### src/rtl/ex_operand_stage.sv
// ID/EX pipeline register with ALU-control decode, EX-stage operand forwarding
// and load-use hazard detection for a 32-bit RISC-V style integer pipeline.
module ex_operand_stage #(
  parameter int XLEN = 32
) (
  input  logic            clk,
  input  logic            rst_n,
  input  logic            id_valid,
  input  logic [XLEN-1:0] id_pc,
  input  logic [XLEN-1:0] id_rs1_data,
  input  logic [XLEN-1:0] id_rs2_data,
  input  logic [XLEN-1:0] id_imm,
  input  logic [4:0]      id_rs1,
  input  logic [4:0]      id_rs2,
  input  logic [4:0]      id_rd,
  input  logic [6:0]      id_opcode,
  input  logic [2:0]      id_funct3,
  input  logic            id_f7b5,
  input  logic            id_f7b0,
  input  logic            stall,
  input  logic            flush,
  input  logic            mem_reg_write,
  input  logic [4:0]      mem_rd,
  input  logic [XLEN-1:0] mem_result,
  input  logic            wb_reg_write,
  input  logic [4:0]      wb_rd,
  input  logic [XLEN-1:0] wb_result,
  output logic            load_use_stall,
  output logic            ex_valid,
  output logic [XLEN-1:0] alu_a,
  output logic [XLEN-1:0] alu_b,
  output logic [3:0]      alu_control,
  output logic [XLEN-1:0] ex_store_data,
  output logic [4:0]      ex_rd,
  output logic            ex_reg_write,
  output logic            ex_is_load,
  output logic            ex_is_store,
  output logic [XLEN-1:0] ex_pc,
  output logic            ex_illegal
);

  localparam logic [6:0] OP_R      = 7'b0110011;
  localparam logic [6:0] OP_IMM    = 7'b0010011;
  localparam logic [6:0] OP_LOAD   = 7'b0000011;
  localparam logic [6:0] OP_STORE  = 7'b0100011;
  localparam logic [6:0] OP_LUI    = 7'b0110111;
  localparam logic [6:0] OP_AUIPC  = 7'b0010111;
  localparam logic [6:0] OP_JAL    = 7'b1101111;
  localparam logic [6:0] OP_JALR   = 7'b1100111;
  localparam logic [6:0] OP_BRANCH = 7'b1100011;

  localparam logic [3:0] ALU_ADD  = 4'b0000;
  localparam logic [3:0] ALU_SUB  = 4'b0001;
  localparam logic [3:0] ALU_AND  = 4'b0010;
  localparam logic [3:0] ALU_OR   = 4'b0011;
  localparam logic [3:0] ALU_XOR  = 4'b0100;
  localparam logic [3:0] ALU_SLL  = 4'b0101;
  localparam logic [3:0] ALU_SRL  = 4'b0110;
  localparam logic [3:0] ALU_SRA  = 4'b0111;
  localparam logic [3:0] ALU_SLT  = 4'b1000;
  localparam logic [3:0] ALU_SLTU = 4'b1001;
  localparam logic [3:0] ALU_MUL  = 4'b1010;

  localparam logic [XLEN-1:0] CONST_FOUR = XLEN'(4);

  typedef enum logic [1:0] {A_RS1, A_PC, A_ZERO} a_sel_t;
  typedef enum logic [1:0] {B_RS2, B_IMM, B_FOUR} b_sel_t;

  // ---------------- decode (combinational on id_*) ----------------
  logic [3:0] dec_alu;
  logic       dec_illegal;
  logic       dec_writes;
  logic       dec_reg_write;
  logic       dec_is_load;
  logic       dec_is_store;
  a_sel_t     dec_a_sel;
  b_sel_t     dec_b_sel;
  logic       uses_rs1;
  logic       uses_rs2;
  logic [3:0] f3_alu;

  // Shared funct3 map for R-type and OP-IMM; only R-type may turn 000 into SUB.
  always_comb begin
    f3_alu = ALU_ADD;
    case (id_funct3)
      3'b000:  f3_alu = (id_opcode == OP_R && id_f7b5) ? ALU_SUB : ALU_ADD;
      3'b001:  f3_alu = ALU_SLL;
      3'b010:  f3_alu = ALU_SLT;
      3'b011:  f3_alu = ALU_SLTU;
      3'b100:  f3_alu = ALU_XOR;
      3'b101:  f3_alu = id_f7b5 ? ALU_SRA : ALU_SRL;
      3'b110:  f3_alu = ALU_OR;
      default: f3_alu = ALU_AND;
    endcase
  end

  always_comb begin
    dec_alu      = ALU_ADD;
    dec_illegal  = 1'b0;
    dec_writes   = 1'b0;
    dec_is_load  = 1'b0;
    dec_is_store = 1'b0;
    dec_a_sel    = A_RS1;
    dec_b_sel    = B_RS2;
    uses_rs1     = 1'b1;
    uses_rs2     = 1'b0;
    case (id_opcode)
      OP_R: begin
        dec_writes = 1'b1;
        uses_rs2   = 1'b1;
        if (id_f7b0) begin
          if (id_funct3 == 3'b000) dec_alu = ALU_MUL;
          else                     dec_illegal = 1'b1;
        end else begin
          dec_alu = f3_alu;
        end
      end
      OP_IMM: begin
        dec_writes = 1'b1;
        dec_b_sel  = B_IMM;
        dec_alu    = f3_alu;
      end
      OP_LOAD: begin
        dec_writes  = 1'b1;
        dec_is_load = 1'b1;
        dec_b_sel   = B_IMM;
      end
      OP_STORE: begin
        dec_is_store = 1'b1;
        uses_rs2     = 1'b1;
        dec_b_sel    = B_IMM;
      end
      OP_LUI: begin
        dec_writes = 1'b1;
        uses_rs1   = 1'b0;
        dec_a_sel  = A_ZERO;
        dec_b_sel  = B_IMM;
      end
      OP_AUIPC: begin
        dec_writes = 1'b1;
        uses_rs1   = 1'b0;
        dec_a_sel  = A_PC;
        dec_b_sel  = B_IMM;
      end
      OP_JAL: begin
        dec_writes = 1'b1;
        uses_rs1   = 1'b0;
        dec_a_sel  = A_PC;
        dec_b_sel  = B_FOUR;
      end
      OP_JALR: begin
        dec_writes = 1'b1;
        dec_a_sel  = A_PC;
        dec_b_sel  = B_FOUR;
      end
      OP_BRANCH: begin
        uses_rs2 = 1'b1;
        dec_alu  = ALU_SUB;
      end
      default: dec_illegal = 1'b1;
    endcase
    if (dec_illegal) begin
      dec_alu    = ALU_ADD;
      dec_writes = 1'b0;
    end
    dec_reg_write = dec_writes && (id_rd != 5'd0);
  end

  // ---------------- ID/EX register ----------------
  logic            ex_valid_reg;
  logic [XLEN-1:0] ex_pc_reg;
  logic [XLEN-1:0] ex_rs1_data_reg;
  logic [XLEN-1:0] ex_rs2_data_reg;
  logic [XLEN-1:0] ex_imm_reg;
  logic [4:0]      ex_rs1_reg;
  logic [4:0]      ex_rs2_reg;
  logic [4:0]      ex_rd_reg;
  logic [3:0]      ex_alu_reg;
  logic            ex_reg_write_reg;
  logic            ex_is_load_reg;
  logic            ex_is_store_reg;
  logic            ex_illegal_reg;
  a_sel_t          ex_a_sel_reg;
  b_sel_t          ex_b_sel_reg;

  always_ff @(posedge clk or negedge rst_n) begin
    if (!rst_n) begin
      ex_valid_reg     <= 1'b0;
      ex_pc_reg        <= '0;
      ex_rs1_data_reg  <= '0;
      ex_rs2_data_reg  <= '0;
      ex_imm_reg       <= '0;
      ex_rs1_reg       <= '0;
      ex_rs2_reg       <= '0;
      ex_rd_reg        <= '0;
      ex_alu_reg       <= ALU_ADD;
      ex_reg_write_reg <= 1'b0;
      ex_is_load_reg   <= 1'b0;
      ex_is_store_reg  <= 1'b0;
      ex_illegal_reg   <= 1'b0;
      ex_a_sel_reg     <= A_RS1;
      ex_b_sel_reg     <= B_RS2;
    end else if (flush || (!stall && load_use_stall)) begin
      // Bubble: only the control bits matter, datapath fields are left as-is.
      ex_valid_reg     <= 1'b0;
      ex_reg_write_reg <= 1'b0;
      ex_is_load_reg   <= 1'b0;
      ex_is_store_reg  <= 1'b0;
      ex_illegal_reg   <= 1'b0;
    end else if (!stall) begin
      ex_valid_reg     <= id_valid;
      ex_pc_reg        <= id_pc;
      ex_rs1_data_reg  <= id_rs1_data;
      ex_rs2_data_reg  <= id_rs2_data;
      ex_imm_reg       <= id_imm;
      ex_rs1_reg       <= id_rs1;
      ex_rs2_reg       <= id_rs2;
      ex_rd_reg        <= id_rd;
      ex_alu_reg       <= id_valid ? dec_alu : ALU_ADD;
      ex_reg_write_reg <= id_valid && dec_reg_write;
      ex_is_load_reg   <= id_valid && dec_is_load;
      ex_is_store_reg  <= id_valid && dec_is_store;
      ex_illegal_reg   <= id_valid && dec_illegal;
      ex_a_sel_reg     <= dec_a_sel;
      ex_b_sel_reg     <= dec_b_sel;
    end
  end

  // ---------------- forwarding (index 0 = rs1, 1 = rs2) ----------------
  logic [4:0]      src_addr [2];
  logic [XLEN-1:0] src_data [2];
  logic [XLEN-1:0] fwd_data [2];

  assign src_addr[0] = ex_rs1_reg;
  assign src_addr[1] = ex_rs2_reg;
  assign src_data[0] = ex_rs1_data_reg;
  assign src_data[1] = ex_rs2_data_reg;

  generate
    for (genvar gi = 0; gi < 2; gi++) begin : g_fwd
      logic mem_hit;
      logic wb_hit;
      assign mem_hit = mem_reg_write && (mem_rd == src_addr[gi]) && (src_addr[gi] != 5'd0);
      assign wb_hit  = wb_reg_write && (wb_rd == src_addr[gi]) && (src_addr[gi] != 5'd0);
      assign fwd_data[gi] = mem_hit ? mem_result : (wb_hit ? wb_result : src_data[gi]);
    end
  endgenerate

  always_comb begin
    alu_a = fwd_data[0];
    case (ex_a_sel_reg)
      A_PC:    alu_a = ex_pc_reg;
      A_ZERO:  alu_a = '0;
      default: alu_a = fwd_data[0];
    endcase
  end

  always_comb begin
    alu_b = fwd_data[1];
    case (ex_b_sel_reg)
      B_IMM:   alu_b = ex_imm_reg;
      B_FOUR:  alu_b = CONST_FOUR;
      default: alu_b = fwd_data[1];
    endcase
  end

  // ---------------- load-use hazard ----------------
  assign load_use_stall = ex_valid_reg && ex_is_load_reg && (ex_rd_reg != 5'd0) && id_valid &&
                          ((uses_rs1 && (id_rs1 == ex_rd_reg)) ||
                           (uses_rs2 && (id_rs2 == ex_rd_reg)));

  assign ex_valid      = ex_valid_reg;
  assign alu_control   = ex_alu_reg;
  assign ex_store_data = fwd_data[1];
  assign ex_rd         = ex_rd_reg;
  assign ex_reg_write  = ex_reg_write_reg;
  assign ex_is_load    = ex_is_load_reg;
  assign ex_is_store   = ex_is_store_reg;
  assign ex_pc         = ex_pc_reg;
  assign ex_illegal    = ex_illegal_reg;

endmodule

### config.mk
export PLATFORM = sky130hd
export DESIGN_NAME = ex_operand_stage
export DESIGN_NICKNAME = d
export VERILOG_FILES = /design/src/rtl/ex_operand_stage.sv
export SDC_FILE = /design/constraint.sdc
export NUM_CORES = 1
export LEC_CHECK = 0
export CAP_MARGIN = 0
export CORE_ASPECT_RATIO = 0.5
export CORE_UTILIZATION = 30
export CTS_CLUSTER_SIZE = 16
export DETAILED_ROUTE_END_ITERATION = 10
export GPL_ROUTABILITY_DRIVEN = 1
export HOLD_SLACK_MARGIN = 0.06
export SYNTH_ARGS = -nofsm -noshare
export SYNTH_HDL_FRONTEND = slang
export SYNTH_SLANG_ARGS = --single-unit
### constraint.sdc
create_clock -name clk -period 3.5 [get_ports clk]
set_clock_uncertainty 0.2 [all_clocks]
set_input_delay 0.525 -clock clk [delete_from_list [all_inputs] [get_ports clk]]
set_output_delay 0.525 -clock clk [all_outputs]
set_load 0.05 [all_outputs]
==> impl_metrics.env, run 1 <==
export IMPL_outcome="complete, no violations"
export IMPL_crit_type="flop to primary output"
export IMPL_ys_seq_area_share_pct=41.0
export IMPL_synth_edf_count=0
export IMPL_slew_viol_final=0
export IMPL_intPower_uw=5110
export IMPL_r2r_start="ex_rd[0]$_DFFE_PN0P_"
export IMPL_io_pins=379
export IMPL_nNetsFinal=1506
export IMPL_rows=45
export IMPL_async_reset_ff_share_pct=100
export IMPL_area_growth_pct=69.9
export IMPL_remaining_drc_errors=0
export IMPL_hp_start="ex_rs2_data_reg[9]$_DFFE_PN0P_"
export IMPL_antenna_found_initial=3
export IMPL_post_route_period_util_pct=99.8
export IMPL_clockPowerShare_pct=23.9
export IMPL_cts_htree_levels=4
export IMPL_finalWirelength_um=39600
export IMPL_grt_pass1_vias=9240
export IMPL_die_x_um=254
export IMPL_drive_above_1_share_pct=36.1
export IMPL_yosysWarnings=0
export IMPL_drt_pre_antenna_iters=5
export IMPL_cp_start_kind="flop"
export IMPL_fmax_mhz=286
export IMPL_clock_sinks=156
export IMPL_peakVddDrop_mv=0.379
export IMPL_critPathArrivalTime_ns=2.77
export IMPL_p_sw_share_pct=37.3
export IMPL_clockRootBuffer="clkbuf_16"
export IMPL_cap_violations=0
export IMPL_seqPwrFrac_pct=27.7
export IMPL_initial_utilization_pct=31.0
export IMPL_worst_r2r_path_depth=6
export IMPL_ff2ff_setup_slack_ns=0.59
export IMPL_nFillCells=2685
export IMPL_dp_hpwl_um=29600
export IMPL_p_sw_uw=3050
export IMPL_cellPowerDensity_nw_per_um2=504
export IMPL_wl_per_cell_um=23.3
export IMPL_grt_total_usage_pct=24.3
export IMPL_fin_hold_ws_ns=0.307
export IMPL_clk_latency_ns=0.45
export IMPL_fp_dieArea_sq_um=32500
export IMPL_netlist_area_sq_um=9520
export IMPL_tightest_slew_ns=0.897
export IMPL_crit_fanout=9
export IMPL_vias_per_cell=5.14
export IMPL_grt_overflow_total=0
export IMPL_synth_avg_cell_area_sq_um=11.2
export IMPL_slew_headroom_pct=40.2
export IMPL_rsz0062_at_grt="yes"
export IMPL_grt_pass1_wl_um=58400
export IMPL_r2r_end="ex_rs1_reg[0]$_DFFE_PN0P_"
export IMPL_finalSetupViolations=0
export IMPL_ys_types=56
export IMPL_combinationalPowerShare_pct=48.4
export IMPL_grt_max_degree=69
export IMPL_fin_crit_ns=3.49
export IMPL_min_path_type="flop to flop"
export IMPL_cp_data_required_time_ns=2.77
export IMPL_ys_ff_latch=156
export IMPL_core_area_sq_um=30700
export IMPL_hold_violations=0
export IMPL_antenna_left=0
export IMPL_multi_input_area_sq_um=5630
export IMPL_portBuffers=378
export IMPL_min_to="ex_rs2_data_reg[9]$_DFFE_PN0P_"
export IMPL_clk_path_buf_depth=2
export IMPL_die_h_um=128
export IMPL_cts_tree="built"
export IMPL_regArea_sq_um=3910
export IMPL_netlist_instances=848
export IMPL_crit_path_end_kind="primary output"
export IMPL_routabilityCongestion=0.860
export IMPL_cts_buffers=17
export IMPL_holdPathStages=1
export IMPL_synth_ff_type="dfrtp_1"
export IMPL_dp_slack_ns=0.0160
export IMPL_clk_pin_slew_ns=0.06
export IMPL_num_vias=8755
export IMPL_syn_nets=1087
export IMPL_p_leak_uw=0.00687
export IMPL_setup_ws_ns=0.00635
export IMPL_initialDrtViolationCount=554
[cell usage in the layout (no fill, tap or decap), drive strengths merged, types with 4 or more instances in the layout]
master and n:
o21ai 37, nand2 40, buf 182, a31oi 30, or4 5, clkbuf 23
a32o 4, xor2 4, nor3 36, a22o 33, o21a 4, clkinvlp 4
o211ai 5, xnor2 26, nand4 4, o31ai 28, and3 32, nor2 41
a211oi 32, or3 32, inv 39, mux2 148, a21oi 5, clkinv 4
clkdlybuf4s50 277, dfrtp 156
[worst max path at each step]
stage                                   start   endpoint  slack, ns  cells after the start
finish              ex_rs2_reg[1]$_DFFE_PN0P_  alu_b[16]      0.006                      8
detailed placement                  mem_rd[0]  alu_b[23]       0.02                      8
floorplan           ex_rs1_reg[1]$_DFFE_PN0P_  alu_a[30]       0.03                      6
global route        ex_rs1_reg[1]$_DFFE_PN0P_  alu_a[16]      -0.05                      8
global placement                    mem_rd[0]  alu_b[23]     0.0005                      8
CTS                 ex_rs2_reg[4]$_DFFE_PN0P_  alu_b[11]      -0.04                      9
[per-stage QoR]
stage	instance area [sq um]	power (uW)	util (%)	setup TNS, ns	instances
2_1_floorplan	9840	4240	-	0	848
5_1_grt	16200	8450	52.6	-0.476	1703
6_report	16200	8160	52.6	0	1703
3_5_place_dp	14800	5980	48.3	0	1641
4_1_cts	16000	8190	52.1	-0.360	1697
3_3_place_gp	14800	5950	48.3	0	1641
[Yosys cell counts (28+ instances only)]
cell	n	area (sq um)
a22o_1	33	289
and3_1	32	200
nor3_1	36	180
inv_1	38	143
clkbuf_1	38	143
mux2_4	132	1980
or3_1	32	200
a211oi_1	32	240
nor2_1	41	154
o21ai_0	37	185
dfrtp_1	156	3900
a31oi_1	30	188
o31ai_1	28	210
nand2_1	40	150
[cells by family after synthesis]
group | after synthesis | synth area share, %
AO/OA/AOI/OAI | 196 | 14.8
XOR/XNOR | 30 | 2.76
adder cells (fa/ha/maj) | 3 | 0.394
buffers and inverters | 106 | 6.93
flip-flops | 156 | 41.0
multiplexers | 150 | 22.9
AND/OR/NAND/NOR | 207 | 11.2
[power by group through the flow]
stage          sequential, uW  combinational [uW]  clock [uW]
6_report                 2260                3950        1950
2_1_floorplan            2450                1790           0
5_1_grt                  2290                4100        2060
3_3_place_gp             2270                3670           0
3_5_place_dp             2280                3700           0
4_1_cts                  2250                3950        1990
[timing repair]
item                                   in CTS  in global routing
hold buffers                                1                  0
buffers inserted                           19                  3
endpoints found under the hold margin      64                  0
cloned                                      5                  4
setup endpoints to repair                  80                 61
pin swaps                                  32                 34
gates resized for setup                    52                 36
[worst max-delay path: stages, from the launching register on]
cell	delay [ns]
dfrtp_1	0.39
or4_4	0.60
o211ai_4	0.20
buf_12	0.16
buf_6	0.12
nor3_1	0.05
o31a_1	0.37
a22o_1	0.26
buf_12	0.15
[layout make-up]
type,instances,area share (%)
multi-input cells,587,34.8
repair buffers,466,33.2
flip-flops and latches,156,24.2
well taps,423,3.27
clock buffers,20,2.82
inverters,39,0.905
clock inverters,11,0.889
diodes,1,0.0155
[metal layers]
layer	routed length (um)	global-route usage (%)
met4	643	5.92
met1	16500	29.4
met3	1480	4.51
met5	31	0
met2	20900	44.3
Power figures use the tool's default switching activity.
==> inputs of run 2 (changes only) <==
- CORE_UTILIZATION: 30 -> 44
- PLACE_DENSITY: not set -> 0.81
==> run 2 against run 1 <==
Net effect:
- the run now ends with negative setup slack left
- clock-buffer cell count increased by 1
- design area decreased by 1.8%
- wire length decreased by 4.4%
- non-clock buffer count decreased by 10
- via count increased by 3.0%
- sequential share of layout area increased by 0.45 points
- sequential power about the same
- core utilization increased by 23 points
==> impl_metrics.env, run 2 (same netlist as run 1, synthesis figures left out) <==
export IMPL_setup_ws_ns=-0.0463
export IMPL_p_total_uw=8120
export IMPL_setup_tns_ns=-0.0912
export IMPL_crit_fanout=15
export IMPL_nFillCells=1351
export IMPL_antenna_found_initial=0
export IMPL_io_pins=379
export IMPL_dp_hpwl_um=26500
export IMPL_cp_data_required_time_ns=2.77
export IMPL_finalSetupViolations=2
export IMPL_die_h_um=106
export IMPL_r2r_start="ex_rd[0]$_DFFE_PN0P_"
export IMPL_crit_path_end_kind="primary output"
export IMPL_cts_tree="built"
export IMPL_min_path_type="flop to flop"
export IMPL_violations="negative setup slack"
export IMPL_cap_violations=0
export IMPL_clk_path_buf_depth=2
export IMPL_clk_pin_slew_ns=0.06
export IMPL_rows=37
export IMPL_utilization_pct=76.1
export IMPL_clk_latency_ns=0.44
export IMPL_cts_buffers=17
export IMPL_crit_type="input pin to primary output"
export IMPL_grt_overflow_total=0
export IMPL_fin_crit_ns=3.55
export IMPL_post_route_period_util_pct=101
export IMPL_worst_r2r_path_depth=7
export IMPL_final_cell_mix="280 x clkdlybuf4s50_1, 152 x dfrtp_1, 132 x mux2_4, 83 x buf_12, 76 x buf_4"
export IMPL_clock_sinks=156
export IMPL_hp_start="ex_illegal$_DFFE_PN0P_"
export IMPL_initial_utilization_pct=45.6
export IMPL_clockRootBuffer="clkbuf_16"
export IMPL_grt_total_usage_pct=32.8
export IMPL_nNetsFinal=1496
export IMPL_cp_start_kind="input pin"
export IMPL_outcome="complete, but fails checks"
export IMPL_worstSetupStartpoint="mem_rd[3]"
export IMPL_layout_commonest_cell="clkdlybuf4s50_1"
export IMPL_wl_per_cell_um=24.2
export IMPL_min_to="ex_illegal$_DFFE_PN0P_"
export IMPL_ff2ff_setup_slack_ns=0.65
export IMPL_holdPathStages=1
export IMPL_slew_headroom_pct=41.9
export IMPL_rsz0062_at_grt="yes"
export IMPL_cellPowerDensity_nw_per_um2=511
export IMPL_portBuffers=378
export IMPL_tightest_slew_ns=0.870
export IMPL_grt_pass1_wl_um=54800
export IMPL_routabilityCongestion=0.927
export IMPL_area_growth_pct=66.8
export IMPL_r2r_end="ex_pc[26]$_DFFE_PN0P_"
export IMPL_drive_above_1_share_pct=34.7
export IMPL_fp_dieArea_sq_um=22300
export IMPL_hold_violations=0
export IMPL_grt_pass1_vias=9298
export IMPL_drt_pre_antenna_iters=6
export IMPL_p_leak_uw=0.00681
export IMPL_finalWirelength_um=37900
export IMPL_core_area_sq_um=20900
export IMPL_num_vias=9016
export IMPL_initialDrtViolationCount=726
export IMPL_vias_per_cell=5.77
export IMPL_die_x_um=210
export IMPL_cts_htree_levels=4
export IMPL_remaining_drc_errors=0
export IMPL_critPathArrivalTime_ns=2.82
export IMPL_antenna_left=0
export IMPL_fmax_mhz=282
export IMPL_grt_max_degree=77
export IMPL_slew_viol_final=0
export IMPL_peakVddDrop_mv=0.362
[run 2: changes by cell type in the layout (fill, tap and decap cells not counted), moves of 3 or more]
cell / change
buf_6: -6
or3_4: -9
xnor2_1: +3
clkdlybuf4s50_1: +3
or3_1: +9
clkbuf_16: +3
o21ai_1: -4
buf_4: -8
o21ai_0: +6
[run 2: layer usage]
layer / GRT usage (%) / vias to the layer above / part of all wire (%)
met5: 0 / - / 0
li1: - / 3952 / -
met1: 39.8 / 4519 / 39
met2: 57.1 / 452 / 50
met4: 15.5 / 0 / 4.0
met3: 5.73 / 93 / 6.9
[run 2: cell type report]
cell class	count	area, sq um	share of cell area (%)
Tap cell	292	365	2.30
Antenna cell	1	2.50	0.0158
Multi-Input combinational cell	587	5510	34.7
Inverter	39	146	0.922
Clock buffer	21	470	2.96
Timing Repair Buffer	456	5340	33.6
Clock inverter	11	141	0.890
Sequential cell	156	3910	24.6
[run 2: report_power, final]
part | total [uW] | internal (uW) | leakage, uW | switching, uW
sequential | 2260 | 2050 | 0.00185 | 212
clock | 1970 | 1170 | 0.000295 | 798
combinational | 3890 | 1860 | 0.00466 | 2020
total | 8120 | 5090 | 0.00681 | 3030
[run 2: through the flow]
step | setup WS (ns) | instances | cell area (sq um) | hold WS [ns]
6_report | -0.0463 | 1563 | 15900 | 0.298
5_1_grt | -0.105 | 1562 | 15900 | 0.314
4_1_cts | 0.00376 | 1549 | 15500 | 0.303
3_5_place_dp | 0.0555 | 1506 | 14700 | 0.289
3_3_place_gp | 0.0751 | 1506 | 14700 | 0.280
2_1_floorplan | 0.0270 | 848 | 9840 | 0.0294
[run 2: worst max path at each step]
stage,endpoint,cells after the start
3_3_place_gp,alu_b[28],8
3_5_place_dp,alu_b[28],8
5_1_grt,alu_b[29],10
4_1_cts,alu_b[28],7
2_1_floorplan,alu_a[30],6
6_report,alu_b[10],10
[run 2: critical path, stage by stage]
cell	delay (ns)
clkdlybuf4s50_1	0.49
xnor2_1	0.39
o211ai_4	0.16
buf_4	0.17
buf_12	0.12
buf_16	0.14
nor3_1	0.34
a31oi_4	0.08
a22o_1	0.24
buf_12	0.16
[run 2: repair_timing]
action	4_1_cts	5_1_grt
resized for setup	14	39
endpoints found under the hold margin	74	0
setup endpoints to repair	70	50
pin swaps	5	25
cloned	3	6
setup buffers	7	7
hold buffers	1	0
==> inputs of run 3 (changes only) <==
- CAP_MARGIN: 0 -> 20
==> results of run 3 <==
Final layout, timing and power as in run 2 (identical DEF).
